[config.mk]
export PLATFORM = sky130hd
export DESIGN_NAME = hazard_scoreboard_unit
export DESIGN_NICKNAME = d
export VERILOG_FILES = /design/src/rtl/hazard_pkg.sv /design/src/rtl/md_scoreboard.sv /design/src/rtl/hazard_scoreboard_unit.sv
export SDC_FILE = /design/constraint.sdc
export NUM_CORES = 1
export LEC_CHECK = 0
export CORE_UTILIZATION = 45
export DETAILED_ROUTE_END_ITERATION = 12
export GPL_ROUTABILITY_DRIVEN = 0
export HOLD_SLACK_MARGIN = 0.12
export PLACE_DENSITY = 0.69
export SLEW_MARGIN = 20
export SYNTH_ARGS = -nofsm -noshare
export SYNTH_HDL_FRONTEND = slang
export SYNTH_HIERARCHICAL = 1
export SYNTH_SLANG_ARGS = --single-unit
[constraint.sdc]
create_clock -name clk -period 8.43 [get_ports clk]
set_clock_uncertainty 0.15 [all_clocks]
set_input_delay 1.686 -clock clk [delete_from_list [all_inputs] [get_ports clk]]
set_output_delay 1.686 -clock clk [all_outputs]
set_load 0.02 [all_outputs]
[src/rtl/hazard_pkg.sv]
// Shared operand-select encodings and default timing parameters for the
// pipeline hazard unit.
package hazard_pkg;

  typedef enum logic [1:0] {
    FWD_RF = 2'b00,
    FWD_W  = 2'b01,
    FWD_M  = 2'b10
  } fwdSelT;

  localparam int LOAD_BUBBLES_DEF = 1;
  localparam int MD_LAT_DEF       = 4;

endpackage

[src/rtl/md_scoreboard.sv]
// Tracks the single in-flight MUL/DIV op: destination busy bit and a latency
// countdown that runs regardless of pipeline stalls.
module md_scoreboard
  import hazard_pkg::*;
#(
  parameter int NREG   = 32,
  parameter int RAW    = 5,
  parameter int MD_LAT = MD_LAT_DEF,
  parameter int CNT_W  = 4
) (
  input  logic            clk,
  input  logic            rst,
  input  logic            mdIssue,
  input  logic            freeze,
  input  logic [RAW-1:0]  issueRd,
  output logic [NREG-1:0] busy,
  output logic            mdBusy,
  output logic            mdDone
);

  logic [CNT_W-1:0] mdCnt;
  logic [RAW-1:0]   mdRd;
  logic             issueOk;

  assign mdBusy  = (mdCnt != '0);
  assign mdDone  = (mdCnt == CNT_W'(1));
  // A second op waiting in E is held off until the unit has fully drained.
  assign issueOk = mdIssue && (issueRd != '0) && !freeze && !mdBusy;

  always_ff @(posedge clk or negedge rst) begin
    if (!rst) begin
      mdCnt <= '0;
      mdRd  <= '0;
      busy  <= '0;
    end else if (issueOk) begin
      mdCnt         <= CNT_W'(MD_LAT);
      mdRd          <= issueRd;
      busy[issueRd] <= 1'b1;
    end else begin
      if (mdBusy) mdCnt <= mdCnt - CNT_W'(1);
      if (mdDone) busy[mdRd] <= 1'b0;
    end
  end

endmodule

[src/rtl/hazard_scoreboard_unit.sv]
// Hazard unit for the 5-stage pipeline: M/W forwarding, load-use bubbles,
// MUL/DIV scoreboard stalls, memory-wait freeze and branch flush.
module hazard_scoreboard_unit
  import hazard_pkg::*;
#(
  parameter int NREG         = 32,
  parameter int RAW          = 5,
  parameter int LOAD_BUBBLES = LOAD_BUBBLES_DEF,
  parameter int MD_LAT       = MD_LAT_DEF,
  parameter int CNT_W        = 4
) (
  input  logic           clk,
  input  logic           rst,
  input  logic           RegWriteM,
  input  logic           RegWriteW,
  input  logic [RAW-1:0] RD_E,
  input  logic [RAW-1:0] RD_M,
  input  logic [RAW-1:0] RD_W,
  input  logic [RAW-1:0] Rs1_D,
  input  logic [RAW-1:0] Rs2_D,
  input  logic [RAW-1:0] Rs1_E,
  input  logic [RAW-1:0] Rs2_E,
  input  logic           ResultSrcE,
  input  logic           MdIssueE,
  input  logic           MemReadyM,
  input  logic           PCSrcE,
  output logic [1:0]     ForwardAE,
  output logic [1:0]     ForwardBE,
  output logic           StallF,
  output logic           StallD,
  output logic           StallE,
  output logic           StallM,
  output logic           FlushD,
  output logic           FlushE,
  output logic           MdBusy,
  output logic           MdDone
);

  logic             freeze;
  logic             loadUse;
  logic             rawBusy;
  logic             structStall;
  logic [CNT_W-1:0] bubbleCnt;
  logic [NREG-1:0]  busy;

  md_scoreboard #(
    .NREG  (NREG),
    .RAW   (RAW),
    .MD_LAT(MD_LAT),
    .CNT_W (CNT_W)
  ) uMdScoreboard (
    .clk    (clk),
    .rst    (rst),
    .mdIssue(MdIssueE),
    .freeze (freeze),
    .issueRd(RD_E),
    .busy   (busy),
    .mdBusy (MdBusy),
    .mdDone (MdDone)
  );

  function automatic logic [1:0] fwdSel(input logic [RAW-1:0] rs,
                                        input logic wrM, input logic [RAW-1:0] rdM,
                                        input logic wrW, input logic [RAW-1:0] rdW);
    if (rs == '0)             return FWD_RF;
    if (wrM && (rdM == rs))   return FWD_M;
    if (wrW && (rdW == rs))   return FWD_W;
    return FWD_RF;
  endfunction

  always_comb begin
    ForwardAE = FWD_RF;
    ForwardBE = FWD_RF;
    if (rst) begin
      ForwardAE = fwdSel(Rs1_E, RegWriteM, RD_M, RegWriteW, RD_W);
      ForwardBE = fwdSel(Rs2_E, RegWriteM, RD_M, RegWriteW, RD_W);
    end
  end

  assign freeze      = !MemReadyM;
  assign loadUse     = ResultSrcE && (RD_E != '0) && ((RD_E == Rs1_D) || (RD_E == Rs2_D));
  assign rawBusy     = busy[Rs1_D] || busy[Rs2_D];
  assign structStall = MdIssueE && MdBusy;

  // Bubble count freezes with the pipeline and is discarded on a taken branch.
  always_ff @(posedge clk or negedge rst) begin
    if (!rst) begin
      bubbleCnt <= '0;
    end else if (!freeze) begin
      if (PCSrcE)                 bubbleCnt <= '0;
      else if (loadUse)           bubbleCnt <= CNT_W'(LOAD_BUBBLES - 1);
      else if (bubbleCnt != '0)   bubbleCnt <= bubbleCnt - CNT_W'(1);
    end
  end

  always_comb begin
    StallF = 1'b0;
    StallD = 1'b0;
    StallE = 1'b0;
    StallM = 1'b0;
    FlushD = 1'b0;
    FlushE = 1'b0;
    if (rst) begin
      if (freeze) begin
        StallF = 1'b1;
        StallD = 1'b1;
        StallE = 1'b1;
        StallM = 1'b1;
      end else if (PCSrcE) begin
        FlushD = 1'b1;
        FlushE = 1'b1;
      end else if (structStall) begin
        StallF = 1'b1;
        StallD = 1'b1;
        StallE = 1'b1;
      end else if (loadUse || (bubbleCnt != '0) || rawBusy) begin
        StallF = 1'b1;
        StallD = 1'b1;
        FlushE = 1'b1;
      end
    end
  end

endmodule

* Word-level counts from Yosys, hierarchy flattened
Cells that the tools add are included.
** Word-level totals
- Input bits :: 43
- Output and inout port bits :: 12
- Flip-flop bits (word level) :: 45
- Logic and storage cells :: 113
** Cells by class
- Reduce and logical (&&, ||, !) cells :: 26
- Muxes and demuxes :: 65
- Eq/ne operators :: 7
- Order comparisons :: 6
- Bitwise gates (word level) :: 3
- Add/sub/neg operators :: 2
** Operators by type and width (number)
- 2-to-1 mux 32 bit :: 2
- 2-to-1 mux 1 bit :: 40
- bitwise AND 32 bit :: 1
- NOT 32 bit :: 1
- OR 32 bit :: 1
- equality test 5 bit :: 6
- 2-to-1 mux 2 bit :: 14
- less-than comparator 5 x 6 -> 1 bit, second input constant :: 4
- 2-to-1 mux 4 bit :: 5
- logical AND 1 bit :: 12
- binary-select mux 1 bit (select 5 bit) :: 2
- demux 1 bit (select 5 bit) :: 2
- >= comparator 5 x 1 -> 1 bit, second input constant :: 2
- logical NOT 5 bit :: 2
- nonzero test 4 bit :: 2
- subtractor 4 x 1 -> 4 bit, second input constant :: 2
- nonzero test 5 bit :: 1
- equality test 4 x 1 -> 1 bit, second input constant :: 1
- logical OR 1 bit :: 4
- nonzero test 2 bit :: 2
- nonzero test 3 bit :: 1
- AND reduction 2 bit :: 1
- logical NOT 1 bit :: 1

* Logic depth before layout (Yosys ltp)
Gate-level depths: netlist of run 1.
- Word-level depth :: 12
- Mapped depth :: 9
- Gate-level depth less buffers :: 7

* Hierarchy
Netlist of run 1, hierarchy kept.
** By module, submodules not included
- md_scoreboard :: cells an instance 205, times used 1, seq. area each 1026.0 sq um, area an instance 1955.6 sq um
- hazard_scoreboard_unit :: cells an instance 164, times used 1, seq. area each 100.1 sq um, area an instance 1333.8 sq um

* Worst setup path before layout of run 1
No wires, ideal clock.
- Path kind :: input to output
- Start :: in Rs2_D[1]
- End :: out StallF
- Setup slack :: 3.044 ns
- Arrival :: 3.550 ns
- Path buffers :: 3
- Data required time :: 6.594 ns
- Stages :: 8
- Cells stage by stage :: buf_6 > buf_2 > mux4_2 > o2111ai_2 > o211ai_2 > a2111oi_4 > a41oi_1 > buf_4
** Between the ends
- Cells in the longest elaborated chain, start to end :: 10
- Elaborated cells between the ends (all ways) :: 13
- Classes of those cells :: eq/ne: 1; mux: 7; reduce/logical: 5
** RTL lines
- start: declaration :: line hazard_scoreboard_unit.sv:20 : input logic [RAW-1:0] Rs2_D,
- branches (longest 4 deep; another with binary-select mux 1 bit (select 5 bit))
- logical OR 1 bit * :: line hazard_scoreboard_unit.sv:116 : end else if (loadUse || (bubbleCnt != '0) || rawBusy) begin
- 2-to-1 mux 1 bit * (5 in a row)
- end: declaration :: line hazard_scoreboard_unit.sv:29 : output logic StallF,
Every way passes the cells marked *. The select of a mux whose other input is x is not followed.

* Worst setup path in the final report of run 1
- Start :: in Rs2_D[1]
- End :: out StallD
** Between the ends
- Cells in the longest elaborated chain, start to end :: 10
- Elaborated cells between the ends (all ways) :: 13
- Classes of those cells :: eq/ne: 1; mux: 7; reduce/logical: 5
** RTL lines
- branches (longest 4 deep; another with binary-select mux 1 bit (select 5 bit))
- logical OR 1 bit * :: line hazard_scoreboard_unit.sv:116
- 2-to-1 mux 1 bit * :: line hazard_scoreboard_unit.sv:116
- 2-to-1 mux 1 bit * :: line hazard_scoreboard_unit.sv:112 : end else if (structStall) begin
- 2-to-1 mux 1 bit * :: line hazard_scoreboard_unit.sv:109 : end else if (PCSrcE) begin
- 2-to-1 mux 1 bit * :: line hazard_scoreboard_unit.sv:104 : if (freeze) begin
- 2-to-1 mux 1 bit * :: line hazard_scoreboard_unit.sv:103 : if (rst) begin
- end: declaration :: line hazard_scoreboard_unit.sv:30 : output logic StallD,
Marks and branches as above.

==> results.md, run 1 <==
- Clock Power Share: 20.5%
- Cells after Synth: 369
- Vias in the first global route: 2905
- P_leak: 0.00163 uW
- Pre-Repair DR Iteration Count: 5
- Max-slew headroom: 31.8%
- Via density: 6.07
- Clock latency on the worst-skew pair: 0.30 ns
- Hold Vio Cnt, Final: 0
- Final setup violation count: 0
- Asr flop ratio synth: 100%
- Clock slew at reported path FFs: 0.08 ns
- Unrepaired setup endpoints after global routing: no
- PwrDens: 203 nW/um^2
- Post-placement cell area: 3870 um^2
- Area delta synth->final: 21.0%
- Adder-cell share of the synthesized area: 1.14%
- Path type of the worst min-delay path: reg2reg
- Clk sinks: 45
- Aggregate routed wire length: 9.65 mm
- # IOs: 55
- Final Power: 808 uW
- Row count: 30
- Hold_buf cts: 0
- Cts bufs inserted: 5
- Die Span Y: 87.5 um
- Total GRT Usage: 26.1%
- Worst slew pin tran: 1.02 ns
- Routed via count: 3106
- Distinct cell type count after synthesis: 63
- Synthesis-stage register bit count: 45
- ANT nets after route: 0
- Largest family of logic cells by synthesized area: simple AND/OR/NAND/NOR gates
- Post-Route Setup TNS: 0 ns
- Post-synth net total: 415
- Crit path kind: in2out
- Final worst setup slack: 1.96 ns
- Number of I/O port buffers: 54
- CTS tree: yes
- Net Sw Frac: 39.4%
- Initial Utilization: 47.4%
- # H-tree levels: 2
- Syn_area_per_cell: 8.91 um^2
- Ant. Diodes: 0
- Clock root buffer: clkbuf_8
- Violation count after the first detailed-routing iteration: 371
- DRC: 0
- Req. time, crit path: 6.59 ns
- Mux share of post-synthesis cell area: 8.41%
- Largest net degree at the start of global routing: 32
- Core ar.: 6940 um^2
- Number of max-cap violations: 0
- Register share of total power: 42.2%
- Psw: 318 uW
- Crit-path max FO: 16
- Layout cells sized above 1: 5.77%
- Post-DR wirelength/cell: 18.8 um
- Setup Fix Bufs, Post-CTS: 0
- Max Slew Vio Count: 0
- Yosys warnings: 6
- Width of the die: 87.5 um
- Endpoint class of the critical path: output port
- Synth Area in Simple Gates: 21.9%
- Most common cell after layout, fill and taps aside: clkdlybuf4s50_1
- Post-CTS Resized: 0
- Crit path time final: 6.47 ns
- DP HPWL: 7.33 mm
- Compound-Gate Fraction of Synth Area: 21.0%
- Fmax: 155 MHz
- Worst Setup Start Kind: primary input
- Post-Synth XOR/XNOR Area: 8.79%
- Fin nets: 461
- First-pass GRT wire length: 15.1 mm
- Finished layout cell area: 3980 um^2
- Commonest cells after routing, fill and taps aside: 53 x clkdlybuf4s50_1, 45 x dfrtp_1, 33 x nand2_1, 28 x a21oi_1, 22 x mux2i_1
- Final Cycle Share: 76.7%
- Logic pwr share: 37.3%
- CTS max path bufs: 2
- Internal Power: 490 uW
- Seq/Total Area, Yosys: 34.2%
- Status: completed
- Initial antenna violation count: 0
- Dpl ws: 1.97 ns
- Die footprint: 7660 um^2
- Prevailing post-synth register cell: dfrtp_1
- EDFF count, synth: 0
- Area of the mapped netlist: 3290 um^2
- VDD IR max: 0.133 mV
- GRT Residual Overflow: 0
- Data arrival, critical path: 4.63 ns
[per-layer routing]
metal / part of all wire (%) / vias to the layer above / routed length, um / GRT usage, %
met2: 46 / 168 / 4440 / 41.3
li1: - / 1454 / - / -
met1: 43 / 1468 / 4110 / 36.0
met3: 9.7 / 16 / 936 / 5.59
met4: 1.6 / 0 / 156 / 7.00
met5: 0 / - / 0 / 0
[cell families (layout without fill, tap and decap cells)]
group / count (synthesis) / count (layout)
compound gates: 99 / 99
fa+ha+maj: 3 / 3
buf+inv: 32 / 79
mux: 25 / 25
xor+xnor: 33 / 33
flops: 45 / 45
simple gates: 132 / 132
[synth_stat cells, drive strengths merged, types with 4 or more instances]
| master | instances | area share (%) |
|---|---|---|
| dfrtp | 45 | 34 |
| nand2 | 33 | 3.8 |
| a21oi | 28 | 4.3 |
| mux2i | 22 | 6.7 |
| nor2 | 19 | 2.2 |
| o21ai | 18 | 2.7 |
| xnor2 | 18 | 4.8 |
| inv | 15 | 1.7 |
| nor2b | 15 | 2.9 |
| xor2 | 15 | 4.0 |
| nand3 | 12 | 1.8 |
| o31ai | 12 | 2.7 |
| buf | 10 | 2.0 |
| nor3 | 10 | 1.8 |
| clkbuf | 7 | 0.80 |
| a2111oi | 6 | 2.2 |
| nand2b | 6 | 1.1 |
| o41ai | 6 | 1.6 |
| a22oi | 5 | 1.1 |
| and3 | 5 | 0.95 |
| nor3b | 5 | 1.3 |
| nor4 | 5 | 1.1 |
| o211ai | 4 | 1.2 |
[path summary, 6_finish.rpt]
path / slack, ns / endpoint / from / cells past startpoint
worst min-delay path: 0.37 / uMdScoreboard/mdRd[3] / uMdScoreboard/mdRd[3] / 2
worst max-delay path: 1.96 / StallD / Rs2_D[1] / 7
min in group asynchronous: 1.18 / uMdScoreboard/busy[28] / rst / 1
max in group asynchronous: 6.15 / uMdScoreboard/mdCnt[0] / rst / 2
worst min register to register: 0.37 / uMdScoreboard/mdRd[3] / uMdScoreboard/mdRd[3] / 2
worst max register to register: 5.82 / uMdScoreboard/busy[4] / uMdScoreboard/mdCnt[0] / 7
[final cells by class]
cell class | instances | area (um^2)
fill | 616 | 2960
tap | 96 | 120
clock buffer | 6 | 72.6
inverter | 15 | 56.3
multi-input combinational | 292 | 2020
timing repair buffer | 56 | 551
clock inverter | 2 | 38.8
sequential | 45 | 1130
[worst max-delay path, stage by stage]
cell and delay, ns:
clkdlybuf4s50_1 0.97, mux2_1 0.38, o311ai_0 0.29, a221oi_1 0.14, a2111oi_4 0.41, a41oi_1 0.19
clkdlybuf4s50_1 0.57
[per-stage QoR]
step	std cells	hold slack [ns]	util, %
after detailed placement	504	0.350	55.7
final	512	0.371	57.3
after global placement	504	0.332	55.7
after floorplan	369	0.314	-
after global routing	512	0.412	57.3
after CTS	512	0.369	57.3
[power by group through the flow]
stage                     clock, uW  sequential [uW]  combinational [uW]
after floorplan                   0              311                 219
after global placement            0              342                 291
after detailed placement          0              343                 298
after CTS                       169              338                 300
after global routing            180              348                 334
final                           166              341                 301
[registers in the layout (all words and copies together) (netlist names)]
register / cells
uMdScoreboard/mdCnt: 4
uMdScoreboard/busy: 32
bubbleCnt: 4
uMdScoreboard/mdRd: 5
Note: power is estimated with default switching activity, not from simulation.
==> run 2, diff against run 1 <==
==> constraint.sdc (replaced) <==
create_clock -name clk -period 6.6 [get_ports clk]
set_clock_uncertainty 0.15 [all_clocks]
set_input_delay 1.32 -clock clk [delete_from_list [all_inputs] [get_ports clk]]
set_output_delay 1.32 -clock clk [all_outputs]
set_load 0.02 [all_outputs]
==> run 2 against run 1 <==
  * Combinational power grew 28%
  * Power up 24%
  * First-iteration DRC count down 24%
  * Global-route usage shrank 0.67 points
  * Via count rose by 0.68%
  * Count of clock-buffer cells in the layout did not move
  * Core utilization shrank 0.11 points
  * Die area did not move
  * Design area fell by 0.19%
  * Sequential cell count unchanged
  * Hold slack worse by 0.0076 ns
  * Critical path type unchanged
  * Largest cell class unchanged
  * Highest routed layer unchanged
==> results.md, run 2 (same netlist as run 1, synthesis figures left out) <==
- # IOs: 55
- Psw: 403 uW
- Dpl ws: 0.865 ns
- Biggest regs: uMdScoreboard/busy (32), uMdScoreboard/mdRd (5)
- Hold_buf cts: 0
- ANT nets after route: 0
- Req. time, crit path: 5.13 ns
- CTS tree: yes
- Worst-path cell chain: clkdlybuf4s50_1, nor2b_1, a2111oi_0, a221o_1, o211ai_2, a2111oi_4, a41oi_1, clkdlybuf4s50_1
- Aggregate routed wire length: 9.47 mm
- Initial antenna violation count: 0
- Row count: 30
- Die Span Y: 87.5 um
- Post-layout util: 57.2%
- # H-tree levels: 2
- Worst Setup Start Kind: primary input
- Routed via count: 3127
- PwrDens: 252 nW/um^2
- Clk sinks: 45
- HP Start: uMdScoreboard/mdRd[3]
- Reg2reg start: uMdScoreboard/mdCnt[0]
- Via density: 6.10
- DRC: 0
- Post-CTS Resized: 0
- Area delta synth->final: 20.8%
- Max Slew Vio Count: 0
- Fillers: 645
- Cells on worst reg2reg path: 7
- Vias in the first global route: 2929
- Die footprint: 7660 um^2
- Path type of the worst min-delay path: reg2reg
- Final Cycle Share: 87.0%
- Fmax: 174 MHz
- Initial Utilization: 47.4%
- Clock Power Share: 18.2%
- Register share of total power: 43.4%
- Max-slew headroom: 42.5%
- Logic pwr share: 38.4%
- CTS max path bufs: 2
- Hold Path Depth: 2
- Number of max-cap violations: 0
- WP buf/inv: 2
- Largest net degree at the start of global routing: 33
- Layout cells sized above 1: 6.24%
- Net Sw Frac: 40.3%
- Hold endpoint: uMdScoreboard/mdRd[3]
- Setup Fix Bufs, Post-CTS: 0
- Core ar.: 6940 um^2
- VDD IR max: 0.199 mV
- Max stage delay on crit path: 0.97 ns
- Number of I/O port buffers: 54
- Total GRT Usage: 25.4%
- Clock latency on the worst-skew pair: 0.30 ns
- Reg2Reg Capture Point: uMdScoreboard/busy[24]
- DP HPWL: 7.15 mm
- R2r setup slk: 4.04 ns
- Status: completed
- P_leak: 0.00163 uW
- Data arrival, critical path: 4.27 ns
- Top reg by flops: uMdScoreboard/busy
- Post-Route Setup TNS: 0 ns
- GRT Residual Overflow: 0
- Violation count after the first detailed-routing iteration: 281
- Cts bufs inserted: 5
- Final Power: 1000 uW
- Critical Path Slowest Stage Cell: clkdlybuf4s50_1
- Crit-path max FO: 16
- Most common cell after layout, fill and taps aside: clkdlybuf4s50_1
- Endpoint class of the critical path: output port
- Unrepaired setup endpoints after global routing: no
- Clock slew at reported path FFs: 0.08 ns
- Top delay family on crit path: buffers and inverters
- First-pass GRT wire length: 14.7 mm
- Pre-Repair DR Iteration Count: 6
- Crit path time final: 5.74 ns
- Ant. Diodes: 0
- Cell mode on critical path: clkdlybuf4s50_1
- Internal Power: 597 uW
- Clock root buffer: clkbuf_8
- Multi-input logic area: 2020 um^2
- Post-DR wirelength/cell: 18.5 um
- Crit path kind: in2out
- Worst slew pin tran: 0.860 ns
- Register area: 1130 um^2
- Final setup violation count: 0
- Fin nets: 462
- Width of the die: 87.5 um
- Largest register FFs: 32
- Final worst setup slack: 0.859 ns
- Commonest cells after routing, fill and taps aside: 53 x clkdlybuf4s50_1, 45 x dfrtp_1, 33 x nand2_1, 28 x a21oi_1, 22 x mux2i_1
- Hold Vio Cnt, Final: 0
[run 2: cell type report]
cell class	count	share of cell area, %
Clock buffer	6	2.08
Clock inverter	2	0.346
Inverter	15	1.42
Multi-Input combinational cell	292	50.7
Sequential cell	45	28.3
Tap cell	96	3.02
Timing Repair Buffer	57	14.0
[run 2: worst min-delay path, cell delays in order, from the launching register on]
cell     delay, ns
dfrtp_1       0.36
nand2_1       0.05
o21ai_0       0.06
[run 2: how the worst max path moves through the flow]
| stage | cells after the start | start | endpoint | slack (ns) |
|---|---|---|---|---|
| 4_1_cts | 7 | Rs2_D[1] | StallD | 0.87 |
| 6_report | 8 | Rs2_D[1] | StallD | 0.86 |
| 3_5_place_dp | 7 | Rs2_D[1] | StallD | 0.86 |
| 3_3_place_gp | 7 | Rs2_D[1] | StallD | 0.93 |
| 2_1_floorplan | 8 | Rs2_D[1] | StallF | 1.95 |
| 5_1_grt | 8 | Rs2_D[1] | StallD | 0.62 |
[run 2: stage by stage]
stage / instance area (um^2) / cells / hold WS, ns
2_1_floorplan: 3290 / 369 / 0.314
3_3_place_gp: 3880 / 505 / 0.340
3_5_place_dp: 3880 / 505 / 0.355
4_1_cts: 3970 / 513 / 0.374
5_1_grt: 3970 / 513 / 0.398
6_report: 3970 / 513 / 0.364
[run 2: power by group through the flow]
stage | Sequential [uW] | Combinational, uW | Clock, uW
2_1_floorplan | 397 | 279 | 0
3_3_place_gp | 436 | 373 | 0
3_5_place_dp | 436 | 380 | 0
4_1_cts | 431 | 382 | 183
5_1_grt | 443 | 424 | 198
6_report | 434 | 384 | 182
[run 2: routing by layer]
layer	global-route usage (%)	vias up	wire length, um
met5	0	-	0
met4	10.7	0	308
met2	40.3	156	4270
met3	5.12	32	735
li1	-	1459	-
met1	33.6	1480	4160
